`config.mk`:
```
export PLATFORM = sky130hd
export DESIGN_NAME = conv_window_ctrl
export DESIGN_NICKNAME = d
export VERILOG_FILES = /design/src/rtl/conv_pkg.sv /design/src/rtl/raster_counter.sv /design/src/rtl/conv_window_ctrl.sv
export SDC_FILE = /design/constraint.sdc
export NUM_CORES = 1
export LEC_CHECK = 0
export ABC_AREA = 1
export CAP_MARGIN = 15
export CELL_PAD_IN_SITES_DETAIL_PLACEMENT = 1
export CELL_PAD_IN_SITES_GLOBAL_PLACEMENT = 1
export CORE_MARGIN = 2
export CORE_UTILIZATION = 33
export CTS_CLUSTER_SIZE = 40
export DETAILED_ROUTE_END_ITERATION = 8
export GPL_ROUTABILITY_DRIVEN = 0
export PLACE_DENSITY_LB_ADDON = 0.25
export SLEW_MARGIN = 30
export SYNTH_ARGS = -nofsm -noshare
export SYNTH_HDL_FRONTEND = slang
export SYNTH_SLANG_ARGS = --single-unit
```
`constraint.sdc`:
```
create_clock -name clk -period 1.25 [get_ports clk]
set_input_delay 0.125 -clock clk [delete_from_list [all_inputs] [get_ports clk]]
set_output_delay 0.125 -clock clk [all_outputs]
set_load 0.01 [all_outputs]
```
`src/rtl/conv_pkg.sv`:
```
// Shared definitions for the convolution window controller: FSM encoding
// and the coordinate-width helpers used by the top and the raster counter.
package conv_pkg;

  typedef enum logic [1:0] {
    IDLE  = 2'd0,
    RUN   = 2'd1,
    FLUSH = 2'd2,
    DONE  = 2'd3
  } state_t;

  // Bits needed to hold a coordinate 0..n-1; never narrower than one bit.
  function automatic int coord_w(input int n);
    return (n > 1) ? $clog2(n) : 1;
  endfunction

  localparam int DEFAULT_IMG_W = 28;
  localparam int DEFAULT_IMG_H = 28;
  localparam int DEFAULT_COL_W = coord_w(DEFAULT_IMG_W);
  localparam int DEFAULT_ROW_W = coord_w(DEFAULT_IMG_H);

endpackage

```
`src/rtl/raster_counter.sv`:
```
// Raster-order row/col position of the next pixel to be accepted.
// wrap flags the last column of a row, last flags the final pixel of the frame.
module raster_counter
  import conv_pkg::*;
#(
  parameter int IMG_W = DEFAULT_IMG_W,
  parameter int IMG_H = DEFAULT_IMG_H
) (
  input  logic                        clk,
  input  logic                        rst,
  input  logic                        clear,
  input  logic                        advance,
  output logic [coord_w(IMG_H)-1:0]   row,
  output logic [coord_w(IMG_W)-1:0]   col,
  output logic                        wrap,
  output logic                        last
);

  localparam int RW = coord_w(IMG_H);
  localparam int CW = coord_w(IMG_W);
  localparam logic [RW-1:0] ROW_MAX = RW'(IMG_H - 1);
  localparam logic [CW-1:0] COL_MAX = CW'(IMG_W - 1);

  assign wrap = (col == COL_MAX);
  assign last = wrap && (row == ROW_MAX);

  // Step through the frame one accepted pixel at a time; clear restarts at the origin.
  always_ff @(posedge clk or negedge rst) begin
    if (!rst) begin
      row <= '0;
      col <= '0;
    end else if (clear) begin
      row <= '0;
      col <= '0;
    end else if (advance) begin
      if (wrap) begin
        col <= '0;
        row <= last ? '0 : row + RW'(1);
      end else begin
        col <= col + CW'(1);
      end
    end
  end

endmodule

```
`src/rtl/conv_window_ctrl.sv`:
```
// Controller that feeds raster pixels into KxK line buffers and flags each
// complete window with its top-left coordinate, stalling input while a window
// is pending downstream.
module conv_window_ctrl
  import conv_pkg::*;
#(
  parameter int WIDTH = 8,
  parameter int IMG_W = DEFAULT_IMG_W,
  parameter int IMG_H = DEFAULT_IMG_H,
  parameter int K     = 3
) (
  input  logic                        clk,
  input  logic                        rst,
  input  logic                        start,
  input  logic [WIDTH-1:0]            din,
  input  logic                        din_vld,
  output logic                        din_rdy,
  output logic                        lb_shift,
  output logic [WIDTH-1:0]            lb_din,
  output logic                        win_vld,
  input  logic                        win_rdy,
  output logic [coord_w(IMG_H)-1:0]   win_row,
  output logic [coord_w(IMG_W)-1:0]   win_col,
  output logic                        busy,
  output logic                        frame_done
);

  localparam int RW  = coord_w(IMG_H);
  localparam int CW  = coord_w(IMG_W);
  localparam int KM1 = K - 1;

  if (K < 1 || K > IMG_W || K > IMG_H) begin : g_illegal_k
    $error("conv_window_ctrl: kernel size K=%0d does not fit a %0dx%0d frame", K, IMG_W, IMG_H);
  end

  state_t          state, state_next;
  logic [RW-1:0]   row;
  logic [CW-1:0]   col;
  logic            col_wrap;
  logic            last_pixel;
  logic            accept;
  logic            qualify;
  logic            clear_pos;

  assign accept    = din_vld && din_rdy;
  assign lb_shift  = accept;
  assign lb_din    = din;
  assign clear_pos = (state == IDLE) && start;
  assign qualify   = (int'(row) >= KM1) && (int'(col) >= KM1);

  raster_counter #(
    .IMG_W (IMG_W),
    .IMG_H (IMG_H)
  ) u_raster (
    .clk     (clk),
    .rst     (rst),
    .clear   (clear_pos),
    .advance (accept),
    .row     (row),
    .col     (col),
    .wrap    (col_wrap),
    .last    (last_pixel)
  );

  // State register.
  always_ff @(posedge clk or negedge rst) begin
    if (!rst) state <= IDLE;
    else      state <= state_next;
  end

  // Next-state and state-derived outputs; the frame ends on acceptance of its last pixel.
  always_comb begin
    state_next = state;
    busy       = 1'b1;
    din_rdy    = 1'b0;
    frame_done = 1'b0;
    case (state)
      IDLE: begin
        busy = 1'b0;
        if (start) state_next = RUN;
      end
      RUN: begin
        din_rdy = !win_vld || win_rdy;
        if (accept && col_wrap && last_pixel) state_next = FLUSH;
      end
      FLUSH: begin
        if (!win_vld || win_rdy) state_next = DONE;
      end
      DONE: begin
        frame_done = 1'b1;
        state_next = IDLE;
      end
      default: state_next = IDLE;
    endcase
  end

  // Window flag and coordinates: a qualifying pixel loads a new window, consumption clears it.
  always_ff @(posedge clk or negedge rst) begin
    if (!rst) begin
      win_vld <= 1'b0;
      win_row <= '0;
      win_col <= '0;
    end else if (accept && qualify) begin
      win_vld <= 1'b1;
      win_row <= row - RW'(KM1);
      win_col <= col - CW'(KM1);
    end else if (win_vld && win_rdy) begin
      win_vld <= 1'b0;
    end
  end

endmodule

```
==> results by group <==
Setup path
  • Crit path kind: register to register
  • Stages on the worst setup path: 10
  • Buf/Inv on CP: 5
  • Crit path max-delay cell type: dfrtp_1
  • FF-to-FF path depth: 10
  • CP peak stage delay: 0.40 ns
  • CP arrival: 1.64 ns
  • Req. time, crit path: 1.40 ns
  • Family with the most delay on the worst path: buffers and inverters
  • CP cell instances: inv_2, buf_4, ha_4, buf_6, nand2_8, buf_4, inv_2, nor2_1, nand2_1, o21ai_0
  • Critical Path Source Type: register
  • Largest fanout on the critical path: 6
  • Critical path capture point type: register

Pwr
  • Pwr Total: 5520 uW
  • Cell Pwr Density: around 2200 mW/mm^2
  • Psw: 2360 uW
  • Peak VDD IR: approximately 960 uV
  • Logic pwr share: 0.664
  • Switch share: 0.427
  • Share of power burned in registers: 0.244
  • Pint: roughly 3200 uW
  • Clock power frac: 0.091
  • Leak Pwr: 0.00122 uW

Drt
  • DR WL/cell: approximately 16 um
  • Vias per cell: between 4 and 5
  • DRT iter0 DRCs: 54
  • Total wire length: 4.68 mm
  • Drt drc: 0
  • DRT Pass-1 Iters: 4
  • Detailed-route via count: 1362
  • Routed Antenna Nets: 0

Timing
  • Setup ws final: -0.239 ns
  • Slew headroom: 0.776
  • Hold_ws: 0.226 ns
  • Final hold viol count: 0
  • Period utilization: 1.19
  • Post-Route Setup TNS: -4.58 ns
  • Worst Skew: 0.00637 ns
  • Final setup vio count: 27
  • Worst-margin pin slew: 0.336 ns
  • Final Max Tran Viols: 0
  • RSZ-0062 raised after global routing: yes
  • Post-route minimum period: 1.49 ns
  • Fmax: about 670 MHz

Global routing
  • Vias in the first global route: around 1400
  • First-pass GRT wire length: 6.73 mm
  • Overall Global Routing Usage: 0.168
  • Initial antenna violation count: 0
  • Largest net degree at the start of global routing: 24
  • GRT Residual Overflow: 0

Logic synthesis
  • Leading area contributor after synthesis: dfrtp_1
  • Ys async rst share: 1.00
  • Synthesized Nets: 193
  • Synth Cell Area: between 0.001 and 0.0015 mm^2
  • Count leader, synth: nand2_1
  • Most area-consuming cells after synthesis: dfrtp_1 (39%), ha_1 (11%), nand2_1 (9.3%)
  • Share of the synthesized area in the top cell type: 0.387
  • Synth cell count leaders: nand2_1 (37), dfrtp_1 (23), inv_1 (17)
  • EDFF count, synth: 0
  • Post-synthesis cell count: 167
  • Synthesis warning total: 0
  • Primary FF master, synth: dfrtp_1
  • Sequential cell area fraction in the yosys report: 0.387
  • Avg Inst Size Synth: about 8.9 um^2
  • Yosys reg bits: 23
  • Yosys cell types: 26

Clock network
  • CTS Sinks: 23
  • Worst-Skew Late Latency: about 0.28 ns
  • Clk slew on worst S/H paths: 0.10 ns
  • Bufs on Longest Clock Path: 2
  • H-tree depth: 1
  • Clk root buf: clkbuf_8
  • CTS tree: yes
  • Inserted Clock Buffers: 3

Place
  • Dpl cell area: 0.00198 mm^2
  • Detailed placement HPWL: 2.79 mm
  • PortBufs: 19

Floorplan
  • IO Pins: 36
  • Height of the die: 71.2 um
  • Total core area: 0.00435 mm^2
  • Starting Density: 0.342
  • Chip width: around 70 um
  • Row count: 24
  • Die area: roughly 0.005 mm^2

Outcome
  • Failing checks: setup timing
  • Status: finished with violations

Cells and area
  • Diodes inserted: 0
  • Fin util: 0.565
  • Final instance area: 0.00246 mm^2
  • Nets: 262
  • Layout area overhead: 65.2%
  • Layout cells sized above 1: 0.617

Hold path
  • Class of the worst hold path: primary input to asynchronous set/reset pin

Flow run
  • Max Cap Violations: 0
layout make-up:
| cell class | instances | area [um^2] |
|---|---|---|
| Clock buffer | 3 | 41.3 |
| Clock inverter | 1 | 5.00 |
| Fill cell | 486 | 1890 |
| Inverter | 22 | 87.6 |
| Multi-Input combinational cell | 111 | 1000 |
| Sequential cell | 23 | 579 |
| Tap cell | 52 | 65.1 |
| Timing Repair Buffer | 75 | 678 |
kinds of logic (layout without fill, tap and decap cells):
group	after synthesis	in the layout	synth area share
adder cells (fa/ha/maj)	13	13	0.109
XOR/XNOR	9	9	0.0529
AO/OA/AOI/OAI	21	21	0.110
flip-flops	23	23	0.387
buffers and inverters	33	101	0.120
AND/OR/NAND/NOR	68	68	0.221
sequential cells by signal (all words and copies together), names as in the netlist:
register	count
u_raster.col	5
u_raster.row	5
win_col	5
win_row	5
state	2
win_vld	1
through the flow:
stage	std cells	setup slack, ns
floorplan	167	-0.0484
global placement	264	-0.301
detailed placement	264	-0.310
CTS	276	-0.180
global route	287	-0.373
finish	287	-0.239
placed cells by master (no fill, tap or decap), drive strengths merged:
cell / n
ha: 13
nand2: 41
clkbuf: 5
nor3: 1
nand4: 2
dfrtp: 23
nor2: 11
a21oi: 2
xnor2: 2
buf: 58
or2: 1
xor2: 7
inv: 22
nand3: 12
dlygate4sd2: 11
o22ai: 2
clkdlybuf4s50: 4
clkinv: 1
o21ai: 17
what timing repair did:
item,CTS,global route
setup endpoints to repair,38,27
hold buffers,0,0
pin swaps,9,18
setup buffers,8,9
gates resized for setup,48,60
gates cloned,0,3
metal layers:
| layer | track usage | vias to the layer above | routed length [um] |
|---|---|---|---|
| met2 | 0.308 | 21 | 2550 |
| li1 | - | 659 | - |
| met3 | 0.0171 | 10 | 109 |
| met4 | 0.0587 | 0 | 62 |
| met1 | 0.203 | 672 | 1950 |
| met5 | 0 | - | 0 |
worst paths after layout:
check,from,end,slack (ns)
worst max-delay path,state[1],u_raster.col[1],-0.24
worst min-delay path,rst,win_row[0],0.23
worst max register to register,state[1],u_raster.col[1],-0.24
worst min register to register,win_col[4],win_col[4],0.51
max in group asynchronous,rst,u_raster.col[1],0.75
min in group clk,din[1],lb_din[1],0.25
power by group through the flow:
stage               clock (uW)  combinational (uW)  sequential, uW
floorplan                    0                1410            1330
global placement             0                2680            1240
detailed placement           0                2800            1250
CTS                        504                2920            1230
global route               559                4010            1390
finish                     505                3670            1350
Power figures use the tool's default switching activity.
==> RTL edit: new RTL, config.mk and constraints unchanged <==
Make the reset (`rst`) synchronous in 3 clocked blocks.
--- a/src/rtl/raster_counter.sv
+++ b/src/rtl/raster_counter.sv
@@ -26,5 +26,5 @@
 
   // Step through the frame one accepted pixel at a time; clear restarts at the origin.
-  always_ff @(posedge clk or negedge rst) begin
+  always_ff @(posedge clk) begin
     if (!rst) begin
       row <= '0;
--- a/src/rtl/conv_window_ctrl.sv
+++ b/src/rtl/conv_window_ctrl.sv
@@ -64,5 +64,5 @@
 
   // State register.
-  always_ff @(posedge clk or negedge rst) begin
+  always_ff @(posedge clk) begin
     if (!rst) state <= IDLE;
     else      state <= state_next;
@@ -96,5 +96,5 @@
 
   // Window flag and coordinates: a qualifying pixel loads a new window, consumption clears it.
-  always_ff @(posedge clk or negedge rst) begin
+  always_ff @(posedge clk) begin
     if (!rst) begin
       win_vld <= 1'b0;
Behaviour: differs if rst is asserted again (counterexample within 4 cycles, from zero or initial values and one cycle with rst low); with rst held inactive, the same outputs for 10 cycles.
==> RTL edit against the original RTL <==
The run still ends with setup timing left. Sequential cell count is the same. Routed wire length increased by 18%. Count of clock-buffer cells in the layout is 1 higher. Final area fell by 6.0%. Global-route usage up 3.8 points. Synthesized area is 4.0% lower. Die area is 3.8% lower. Setup slack lost 0.019 ns. Critical path type unchanged.
Power is not compared: it rests on default switching activity, and its combinational part moved more than twofold at a synthesized area within 25%.
==> RTL edit: results (changes against the original RTL) <==
----------------------------------------------------
[Run status]
  Outcome ... finished with violations (unchanged)
  Violated checks ... setup timing (unchanged)

[Timing]
  Setup slack after layout ... -0.258 ns (was -0.239 ns)
  Clock Skew ... 0.00405 ns (was 0.00637 ns)
  Max transition margin ... 0.807 (was 0.776)
  Count of endpoints failing setup in the final report ... 26 (was 27)
  Post-route setup TNS ... -4.96 ns (was -4.58 ns)

[Global routing]
  Maximum number of pins on one net before global-route repair ... 13 (was 24)
  Wire length of the first global-routing pass ... 8000 um (was 6730 um)
  Vias in the first global route ... 1,611 (was 1,429)
  Total global-route track usage ... 0.206 (was 0.168)

[Synthesis]
  Distinct cell type count of the synthesized netlist ... 28 (was 26)
  Compound-gate portion of the synthesized area ... 0.102 (was 0.110)
  Adder-cell share of the synthesized area ... 0.114 (was 0.109)
  Async set or reset register ratio after synthesis ... 0 (was 1.00)
  Post-synthesis instance total ... 179 (was 167)
  Synth cell count leaders ... nand2_1, dfxtp_1, inv_1 (was nand2_1, dfrtp_1, inv_1)
  Post-synthesis sequential area ratio ... 0.322 (was 0.387)
  Synth area leaders ... dfxtp_1, ha_1, nand2_1 (was dfrtp_1, ha_1, nand2_1)
  Nets in the synthesized netlist ... 205 (was 193)
  Primary FF master, synth ... dfxtp_1 (was dfrtp_1)
  Xor and xnor area share after synthesis ... 0.0306 (was 0.0529)

[Place]
  DP Area ... 1910 um2 (was 1980 um2)
  HPWL after DPL ... 3240 um (was 2790 um)
  Worst setup timing slack at the placement stage ... -0.373 ns (was -0.310 ns)
  Placed instance count ... 275 (was 264)

[Worst setup path]
  Peak fanout along the critical path ... 6 (unchanged)
  Critical path startpoint ... state[1] (unchanged)
  Data arrival at the endpoint of the critical path ... 1.68 ns (was 1.64 ns)

[Drt]
  Number of vias per cell ... 5.06 (was 4.75)
  Total via count after detailed routing ... 1,492 (was 1,362)
  Total iterations of the first detailed-routing run ... 4 (unchanged)
  Initial DRC Count ... 24 (was 54)
  Final routed wire length divided by cell count ... 18.8 um (was 16.3 um)

[Finish]
  Fraction of layout instances using a drive strength above 1 ... 0.559 (was 0.617)
  Post-layout nets ... 272 (was 262)
  Fill cell instance count of the final layout ... 477 (was 486)
  Area used by sequential logic in the layout ... 477 um2 (was 579 um2)

[Hold path]
  Path category of the worst min-delay check ... input port to output port (was input port to asynchronous set/reset pin)

----------------------------------------------------
[RTL edit: metal layers]
layer  GRT usage  part of all wire  up-vias
li1            -                 -      706
met1       0.217              0.38      731
met2       0.401              0.55       41
met3      0.0363             0.032       14
met4      0.0748             0.031        0
met5           0                 0        -
[RTL edit: logic make-up after synthesis]
logic type	after synthesis
and+or+nand+nor	75
DFF	23
adders and majority gates	13
AOI/OAI and AO/OA	27
xor gates and xnor gates	5
buffers and inverters	36
[RTL edit: area by class of cell]
class                   instances  area share
flip-flops and latches         23       0.206
clock buffers                   4      0.0195
multi-input cells             121       0.429
repair buffers                 72       0.271
well taps                      50      0.0270
inverters                      25      0.0471
[RTL edit: repair_timing]
action                     in CTS  in global routing
resized for setup              63                 34
cloned                          1                  0
pin swaps                      15                 11
buffers inserted                9                  6
setup endpoints to repair      37                 26
[RTL edit: worst paths after layout]
check	end	slack, ns	cells after the start
max	state[1]	-0.26	9
min	lb_din[4]	0.25	0
max reg2reg	state[1]	-0.26	9
min reg2reg	win_col[1]	0.47	2
[RTL edit: critical path, cell delays in order, from the launching register on]
cell     delay [ns]
dfxtp_2        0.33
inv_2          0.08
ha_4           0.16
nand3_4        0.13
nor2_4         0.28
nand2_4        0.09
nand2_4        0.10
nand3_1        0.09
nand2_1        0.08
nor2_1         0.04
[RTL edit: power by group]
| group | leakage, nW | internal, mW | switching [mW] | total, mW |
|---|---|---|---|---|
| Combinational | 0.811 | 0.692 | 0.721 | 1.41 |
| Sequential | 0.190 | 0.785 | 0.0545 | 0.840 |
| Clock | 0.0228 | 0.229 | 0.267 | 0.496 |
| Total | 1.02 | 1.71 | 1.04 | 2.75 |
